### config.mk
export PLATFORM = sky130hd
export DESIGN_NAME = argmax_stream_flat
export DESIGN_NICKNAME = d
export VERILOG_FILES = /design/src/rtl/argmax_stream_if.sv /design/src/rtl/argmax_stream.sv /design/src/flat_wrapper.sv
export SDC_FILE = /design/constraint.sdc
export NUM_CORES = 1
export LEC_CHECK = 0
export CAP_MARGIN = 20
export CORE_MARGIN = 5
export CORE_UTILIZATION = 29
export DETAILED_ROUTE_END_ITERATION = 6
export GPL_ROUTABILITY_DRIVEN = 0
export GPL_TIMING_DRIVEN = 0
export PLACE_DENSITY = 0.5
export SYNTH_ARGS = -nofsm -noshare
export SYNTH_HDL_FRONTEND = slang
export SYNTH_SLANG_ARGS = --single-unit
### constraint.sdc
create_clock -name clk -period 5 [get_ports clk]
set_input_delay 1 -clock clk [delete_from_list [all_inputs] [get_ports clk]]
set_output_delay 1 -clock clk [all_outputs]
set_load 0.01 [all_outputs]
### src/rtl/argmax_stream_if.sv
// Valid/ready bundle for argmax_stream: element stream in, (index, value) result out.
interface argmax_stream_if #(
  parameter int unsigned T = 16,
  parameter int unsigned M = 4
);
  localparam int unsigned IDXW = (M > 1) ? $clog2(M) : 1;

  logic                   s_valid;
  logic                   s_ready;
  logic signed [T-1:0]    data_in;
  logic                   m_valid;
  logic                   m_ready;
  logic [IDXW-1:0]        max_idx;
  logic signed [T-1:0]    max_val;

  modport slave (
    input  s_valid, data_in, m_ready,
    output s_ready, m_valid, max_idx, max_val
  );

  modport master (
    output s_valid, data_in, m_ready,
    input  s_ready, m_valid, max_idx, max_val
  );
endinterface

### src/rtl/argmax_stream.sv
// Groups every M accepted signed words into a vector and emits the index/value of its maximum.
module argmax_stream #(
  parameter int unsigned T = 16,
  parameter int unsigned M = 4
) (
  input  logic            clk,
  input  logic            reset,
  argmax_stream_if.slave  bus
);
  localparam int unsigned     IDXW = (M > 1) ? $clog2(M) : 1;
  localparam logic [IDXW-1:0] LAST = IDXW'(M - 1);

  logic [IDXW-1:0]     cnt_q, cnt_d;
  logic [IDXW-1:0]     run_idx_q, run_idx_d;
  logic signed [T-1:0] run_val_q, run_val_d;
  logic                m_valid_q, m_valid_d;
  logic [IDXW-1:0]     max_idx_q, max_idx_d;
  logic signed [T-1:0] max_val_q, max_val_d;

  logic s_ready_c;
  logic is_last_c;
  logic accept_c;
  logic pop_c;
  logic take_new_c;

  // Only the last element must wait for the output register to free up.
  assign is_last_c  = (cnt_q == LAST);
  assign s_ready_c  = !is_last_c || !m_valid_q || bus.m_ready;
  assign accept_c   = bus.s_valid && s_ready_c;
  assign pop_c      = m_valid_q && bus.m_ready;
  // Strict compare keeps the earliest index on ties; element 0 always seeds.
  assign take_new_c = (cnt_q == '0) || (bus.data_in > run_val_q);

  always_comb begin
    cnt_d     = cnt_q;
    run_idx_d = run_idx_q;
    run_val_d = run_val_q;
    m_valid_d = m_valid_q;
    max_idx_d = max_idx_q;
    max_val_d = max_val_q;

    if (pop_c) begin
      m_valid_d = 1'b0;
    end

    if (accept_c) begin
      if (is_last_c) begin
        m_valid_d = 1'b1;
        cnt_d     = '0;
        if (take_new_c) begin
          max_idx_d = cnt_q;
          max_val_d = bus.data_in;
        end else begin
          max_idx_d = run_idx_q;
          max_val_d = run_val_q;
        end
      end else begin
        cnt_d = cnt_q + IDXW'(1);
        if (take_new_c) begin
          run_idx_d = cnt_q;
          run_val_d = bus.data_in;
        end
      end
    end
  end

  always_ff @(posedge clk) begin
    if (reset) begin
      cnt_q     <= '0;
      run_idx_q <= '0;
      run_val_q <= '0;
      m_valid_q <= 1'b0;
      max_idx_q <= '0;
      max_val_q <= '0;
    end else begin
      cnt_q     <= cnt_d;
      run_idx_q <= run_idx_d;
      run_val_q <= run_val_d;
      m_valid_q <= m_valid_d;
      max_idx_q <= max_idx_d;
      max_val_q <= max_val_d;
    end
  end

  assign bus.s_ready = s_ready_c;
  assign bus.m_valid = m_valid_q;
  assign bus.max_idx = max_idx_q;
  assign bus.max_val = max_val_q;
endmodule

### src/flat_wrapper.sv
// flat-port wrapper written by rule: the top's interface ports become plain ports
module argmax_stream_flat 
#(
  parameter int unsigned T = 16,
  parameter int unsigned M = 4
)
  (clk, reset, bus_s_valid, bus_data_in, bus_m_ready, bus_s_ready, bus_m_valid, bus_max_idx, bus_max_val);
  argmax_stream_if #(.T(T), .M(M)) bus_i ();
  input  logic clk;
  input  logic reset;
  input wire logic [$bits(bus_i.s_valid)-1:0] bus_s_valid;
  input wire logic [$bits(bus_i.data_in)-1:0] bus_data_in;
  input wire logic [$bits(bus_i.m_ready)-1:0] bus_m_ready;
  output wire logic [$bits(bus_i.s_ready)-1:0] bus_s_ready;
  output wire logic [$bits(bus_i.m_valid)-1:0] bus_m_valid;
  output wire logic [$bits(bus_i.max_idx)-1:0] bus_max_idx;
  output wire logic [$bits(bus_i.max_val)-1:0] bus_max_val;
  assign bus_i.s_valid = bus_s_valid;
  assign bus_i.data_in = bus_data_in;
  assign bus_i.m_ready = bus_m_ready;
  assign bus_s_ready = bus_i.s_ready;
  assign bus_m_valid = bus_i.m_valid;
  assign bus_max_idx = bus_i.max_idx;
  assign bus_max_val = bus_i.max_val;
  argmax_stream #(.T(T), .M(M)) u_core (.clk(clk), .reset(reset), .bus(bus_i));
endmodule
==> results by group, run 1 <==
Run status
  • Status: finished, final reports clean

Floorplan
  • Initial Util: 0.297
  • IO Count: 40
  • Die area: slightly below 0.01 sq mm
  • Die width: ~100 microns
  • Rows: 32
  • Die H: approximately 99 microns
  • Area of the core: ~0.0077 sq mm

Critical path
  • Crit. End Element: flop
  • Reg2Reg Setup Slack: 2260 ps
  • Crit path max fanout: 10
  • CP Launch Type: primary input
  • Worst r2r src: u_core.run_val_q[15]
  • Worst Setup SP: bus_data_in[15]
  • Class of the most critical setup path: primary input to flop
  • WP data required: approximately 5200 ps
  • Arr. time, crit path: ~3800 ps
  • FF-to-FF End: u_core.bus.max_val[8]
  • Crit path to: u_core.bus.max_val[8]
  • Reg2reg path depth: 8

Final layout
  • Multi-input gate area: 0.00133 sq mm
  • Fraction of layout cells with a size suffix above 1: 0.0714
  • Commonest cells after routing, fill and taps aside: nand2b_1, dfxtp_1, clkdlybuf4s50_1
  • Area Overhead vs Synth: 27.4%
  • Fill count: approximately 850
  • FF/Latch Area: 781 sq um
  • # diodes: 0
  • Nets: 345
  • Final core area utilization: 0.378

Clocking
  • CTS root buf: clkbuf_8
  • # resized after CTS: 0
  • H-tree level count: 2
  • Post-CTS setup buffer count: 0
  • Post-cts hold buffer count: 0
  • Clock slew at reported path FFs: about 80 ps
  • CTS tree: yes
  • Sink Count: 39
  • CTS buffer count: 5
  • Clock Path Buffers: 2
  • Clk_lat worst skew: 290 ps

Routing
  • Drt first pass iters: 4
  • WL/cell: 15.4 microns
  • DR vias/cell: 4.84
  • Vias after detailed routing: 1983
  • Post-route ant nets: 0
  • DRC Markers: 0
  • Post-Route WL: 6.33 mm
  • Drt initial violations: between 100 and 150

Synth
  • Mapped Area: ~0.0023 sq mm
  • Synth Register Bits: 39
  • EDFF count, synth: 0
  • Area leader, netlist: dfxtp_1
  • Syn Inst Count: 262
  • Share of the synthesized area in the top cell type: 0.342
  • Ranking of synthesized cells by area: dfxtp_1, nand2b_1, ha_1
  • Ys async rst share: 0
  • Post-synthesis net count: 300
  • Synth warn: 0
  • Syn avg cell area: between 8 and 9 sq um
  • Register area share after synthesis: 0.342
  • Primary FF master, synth: dfxtp_1
  • Post-synthesis cell type count: 34

Timing
  • Final Max Tran Viols: 0
  • F_max: roughly 0.28 GHz
  • Final hold viol count: 0
  • Clk_skew: approximately 8.8 ps
  • Worst Tran Pin Value: 673 ps
  • Relative slew slack: 0.551
  • Setup_tns: 0 ps
  • Crit share post-route: 0.712
  • Final setup fails: 0
  • RSZ-0062 raised after global routing: no
  • Minimum clock period: 3560 ps

Global routing
  • Initial antenna violation count: 0
  • Global Route met2 Usage: 0.211
  • Vias in the first global route: just under 2000
  • Most Crowded Layer GR: met2
  • Total track usage: 0.134
  • First-pass GRT wire length: about 10 mm
  • GRT Residual Overflow: 0
  • GR met1 Demand/Resource: 0.179
  • Met3 GRT Util: 0.0396
  • Largest net degree at the start of global routing: 13

Min path
  • Min-Delay Path Class: flop to flop

Power
  • Leakage Power: ~1.1 nW
  • Worst VDD drop: between 100 and 150 uV
  • Power per cell area: 273 mW/mm^2
  • Power after layout: slightly below 0.8 mW

Place
  • Port bufs: 38
  • HPWL after DPL: 4.52 mm

Job
  • MaxCap Viol Count: 0
==> synth_stat cells (2+ instances only) <==
| master | n |
|---|---|
| nand2_1 | 6 |
| a311oi_1 | 18 |
| nand3_1 | 20 |
| mux2i_1 | 18 |
| nand2b_1 | 39 |
| dfxtp_1 | 39 |
| o21ai_0 | 17 |
| nand4_2 | 2 |
| inv_1 | 21 |
| a21oi_1 | 9 |
| ha_1 | 18 |
| o21ai_1 | 2 |
| clkbuf_1 | 10 |
| buf_4 | 3 |
| nor2_1 | 21 |
==> critical path: stages <==
cell and delay (ps):
clkdlybuf4s50_1 470, ha_1 480, nand4_2 210, o221ai_2 360
a31o_2 340, clkbuf_1 460, o21ai_0 150, a311oi_1 280
==> area by class of cell <==
type,instances,share of cell area
Multi-Input combinational cell,185,0.456
Sequential cell,39,0.269
Timing Repair Buffer,38,0.131
Tap cell,102,0.0439
Buffer,17,0.0327
Clock buffer,6,0.0284
Inverter,21,0.0271
Clock inverter,2,0.0121
==> routing by layer <==
layer  wire (microns)  vias to the layer above
met4               61                        0
met2             2880                       50
met3              398                        5
met5                0                        -
li1                 -                     1018
met1             2990                      910
==> cell families (layout without fill, tap and decap cells) <==
family                   Yosys count  in the layout  synth area share
AND/OR/NAND/NOR                   92             92             0.222
AO/OA/AOI/OAI                     57             57             0.182
flip-flops                        39             39             0.342
buffers and inverters             38             84            0.0762
adder cells (fa/ha/maj)           18             18            0.0987
multiplexers                      18             18            0.0790
==> flip-flops by register name, summed over array words and instances (netlist names) <==
signal	cells
u_core.run_idx_q	2
u_core.cnt_q	2
u_core.bus.max_idx	2
u_core.bus.m_valid	1
u_core.run_val_q	16
u_core.bus.max_val	16
==> worst min path at each step <==
stage	cells past startpoint	slack (ps)	from	end
floorplan	2	450	u_core.run_idx_q[0]	u_core.run_idx_q[0]
global placement	2	460	u_core.run_idx_q[0]	u_core.run_idx_q[0]
detailed placement	2	470	u_core.run_idx_q[0]	u_core.run_idx_q[0]
CTS	2	490	u_core.run_idx_q[0]	u_core.run_idx_q[0]
global route	2	510	u_core.run_idx_q[0]	u_core.run_idx_q[0]
finish	2	490	u_core.run_idx_q[0]	u_core.run_idx_q[0]
==> where the power goes <==
part / internal (mW) / leakage [nW] / switching, mW / total [mW]
clock network: 0.162 / 0.0612 / 0.117 / 0.279
logic: 0.0763 / 0.675 / 0.102 / 0.178
registers: 0.326 / 0.318 / 0.0114 / 0.337
==> through the flow <==
step | setup WS (ps) | area [sq um] | std cells | hold slack (ps)
3_5_place_dp | 1170 | 2790 | 402 | 473
2_1_floorplan | 2080 | 2280 | 262 | 449
5_1_grt | 1290 | 2910 | 410 | 514
4_1_cts | 1450 | 2910 | 410 | 486
6_report | 1440 | 2910 | 410 | 488
3_3_place_gp | 1120 | 2790 | 402 | 465
(Power assumes the default switching activity.)
==> inputs of run 2 (changes only) <==
==> constraint.sdc (replaced) <==
create_clock -name clk -period 3.5 [get_ports clk]
set_input_delay 0.7 -clock clk [delete_from_list [all_inputs] [get_ports clk]]
set_output_delay 0.7 -clock clk [all_outputs]
set_load 0.01 [all_outputs]
==> results of run 2 <==
Same layout as run 1 (identical final DEF). Status: finished, final reports clean.
Among the figures that moved: setup slack after placement 1170 ps -> -33.2 ps; setup slack after layout 1440 ps -> 241 ps; register-to-register setup slack 2260 ps -> 760 ps; total power 0.794 mW -> 1.13 mW; worst IR drop on VDD 125 uV -> 179 uV
==> inputs of run 3 (changes only) <==
--- a/config.mk
+++ b/config.mk
@@ -12,6 +12,7 @@
 export GPL_ROUTABILITY_DRIVEN = 0
 export GPL_TIMING_DRIVEN = 0
 export PLACE_DENSITY = 0.5
+export RECOVER_POWER = 100
 export SYNTH_ARGS = -nofsm -noshare
 export SYNTH_HDL_FRONTEND = slang
 export SYNTH_SLANG_ARGS = --single-unit
==> results by group, run 3 (synthesis results as in run 1) <==
Run status
  • Status: finished, final reports clean

Critical path
  • Worst r2r src: u_core.run_val_q[15]
  • Reg2Reg Setup Slack: around 740 ps
  • CP Launch Type: primary input
  • WP data required: roughly 3700 ps
  • Class of the most critical setup path: primary input to flop
  • Crit. End Element: flop
  • Reg2reg path depth: 11
  • Crit path max fanout: 10
  • Arr. time, crit path: 3510 ps
  • FF-to-FF End: u_core.run_val_q[11]

Timing
  • Final Max Tran Viols: 0
  • Crit share post-route: 0.937
  • Final hold viol count: 0
  • RSZ-0062 raised after global routing: no
  • Final setup fails: 0
  • Clk_skew: 7.06 ps
  • Minimum clock period: ~3300 ps
  • F_max: ~0.30 GHz
  • Worst Tran Pin Value: between 600 and 700 ps
  • Worst hold slack: ~490 ps
  • Setup WS post-layout: about 220 ps
  • Relative slew slack: 0.551
  • Setup_tns: 0 ps

Min path
  • Hold Path Origin: u_core.run_idx_q[0]
  • Min-Delay Path Class: flop to flop
  • Worst hold path depth: 2
  • Worst Hold End: u_core.run_idx_q[0]

Routing
  • DR vias/cell: just under 5
  • Post-Route WL: between 6 and 7 mm
  • DRC Markers: 0
  • Drt first pass iters: 4
  • Drt initial violations: 91
  • WL/cell: 15.3 microns
  • Vias after detailed routing: just under 2000
  • Post-route ant nets: 0

Clocking
  • Clk_lat worst skew: a little under 300 ps
  • # resized after CTS: 0
  • Post-cts hold buffer count: 0
  • CTS buffer count: 5
  • Sink Count: 39
  • CTS root buf: clkbuf_8
  • H-tree level count: 2
  • Post-CTS setup buffer count: 0
  • CTS tree: yes
  • Clock slew at reported path FFs: roughly 80 ps
  • Clock Path Buffers: 2

Place
  • Port bufs: 38
  • Placed cell area: between 0.002 and 0.003 sq mm
  • Pre-CTS setup slack: -33.2 ps
  • Placed Cells: 402
  • HPWL after DPL: 4.52 mm

Floorplan
  • Initial Util: 0.297
  • Area of the core: 0.00769 sq mm
  • IO Count: 40
  • Die area: between 0.009 and 0.01 sq mm
  • Rows: 32
  • Die width: a little under 100 microns
  • Die H: 98.7 microns

Power
  • Power per cell area: roughly 400 mW/mm^2
  • Worst VDD drop: 179 uV
  • Leakage Power: about 1.1 nW

Final layout
  • Final non-filler cell total: 410
  • Nets: around 350
  • Fill count: between 800 and 900
  • Fraction of layout cells with a size suffix above 1: 0.0714
  • Area Overhead vs Synth: 27.0%
  • Commonest cells after routing, fill and taps aside: nand2b_1, dfxtp_1, inv_1, nor2_1
  • Final Cell Area: 0.00290 sq mm
  • # diodes: 0

Job
  • MaxCap Viol Count: 0

Global routing
  • GRT Residual Overflow: 0
  • Largest net degree at the start of global routing: 13
  • Total track usage: 0.134
  • Vias in the first global route: approximately 1900
  • First-pass GRT wire length: approximately 10 mm
  • Initial antenna violation count: 0
[run 3: metrics by stage]
stage          total power [mW]  utilization
3_3_place_gp              0.747        0.363
3_5_place_dp              0.748        0.363
6_report                   1.13        0.377
5_1_grt                    1.20        0.377
2_1_floorplan             0.658            -
4_1_cts                    1.15        0.378
[run 3: layout make-up]
type | count | area, sq um | share of cell area
Buffer | 17 | 86.3 | 0.0298
Clock buffer | 6 | 82.6 | 0.0285
Clock inverter | 2 | 35.0 | 0.0121
Inverter | 21 | 78.8 | 0.0272
Multi-Input combinational cell | 185 | 1330 | 0.458
Sequential cell | 39 | 781 | 0.269
Tap cell | 102 | 128 | 0.0440
Timing Repair Buffer | 38 | 380 | 0.131
[run 3: how the worst max path moves through the flow]
stage               startpoint                     end  cells past startpoint
2_1_floorplan  bus_data_in[15]     u_core.run_idx_q[1]                     10
3_3_place_gp   bus_data_in[15]  u_core.bus.max_val[11]                      8
3_5_place_dp   bus_data_in[15]   u_core.bus.max_val[8]                      8
4_1_cts        bus_data_in[15]   u_core.bus.max_val[8]                      8
5_1_grt        bus_data_in[15]    u_core.run_val_q[10]                     11
6_report       bus_data_in[15]    u_core.run_val_q[11]                     11
[run 3: routing by layer]
metal	global-route usage	share of wire	vias to the layer above	routed length, microns
met3	0.0396	0.052	5	328
met2	0.211	0.45	44	2850
met4	0.0347	0.0097	0	61
li1	-	-	1014	-
met5	0	0	-	0
met1	0.179	0.48	919	3040
[run 3: worst max-delay path: stages]
cell	delay [ps]
clkdlybuf4s50_1	470
ha_1	480
nand4_2	210
nor3_4	280
o21ai_1	140
o22a_1	190
buf_4	170
a21oi_2	120
clkbuf_2	330
buf_8	210
mux2i_1	190
[run 3: where the power goes]
| part | switching (mW) | total, mW | leakage, nW | internal, mW |
|---|---|---|---|---|
| Combinational | 0.144 | 0.250 | 0.736 | 0.105 |
| Sequential | 0.0159 | 0.481 | 0.318 | 0.465 |
| Clock | 0.169 | 0.400 | 0.0612 | 0.231 |
| Total | 0.329 | 1.13 | 1.12 | 0.801 |
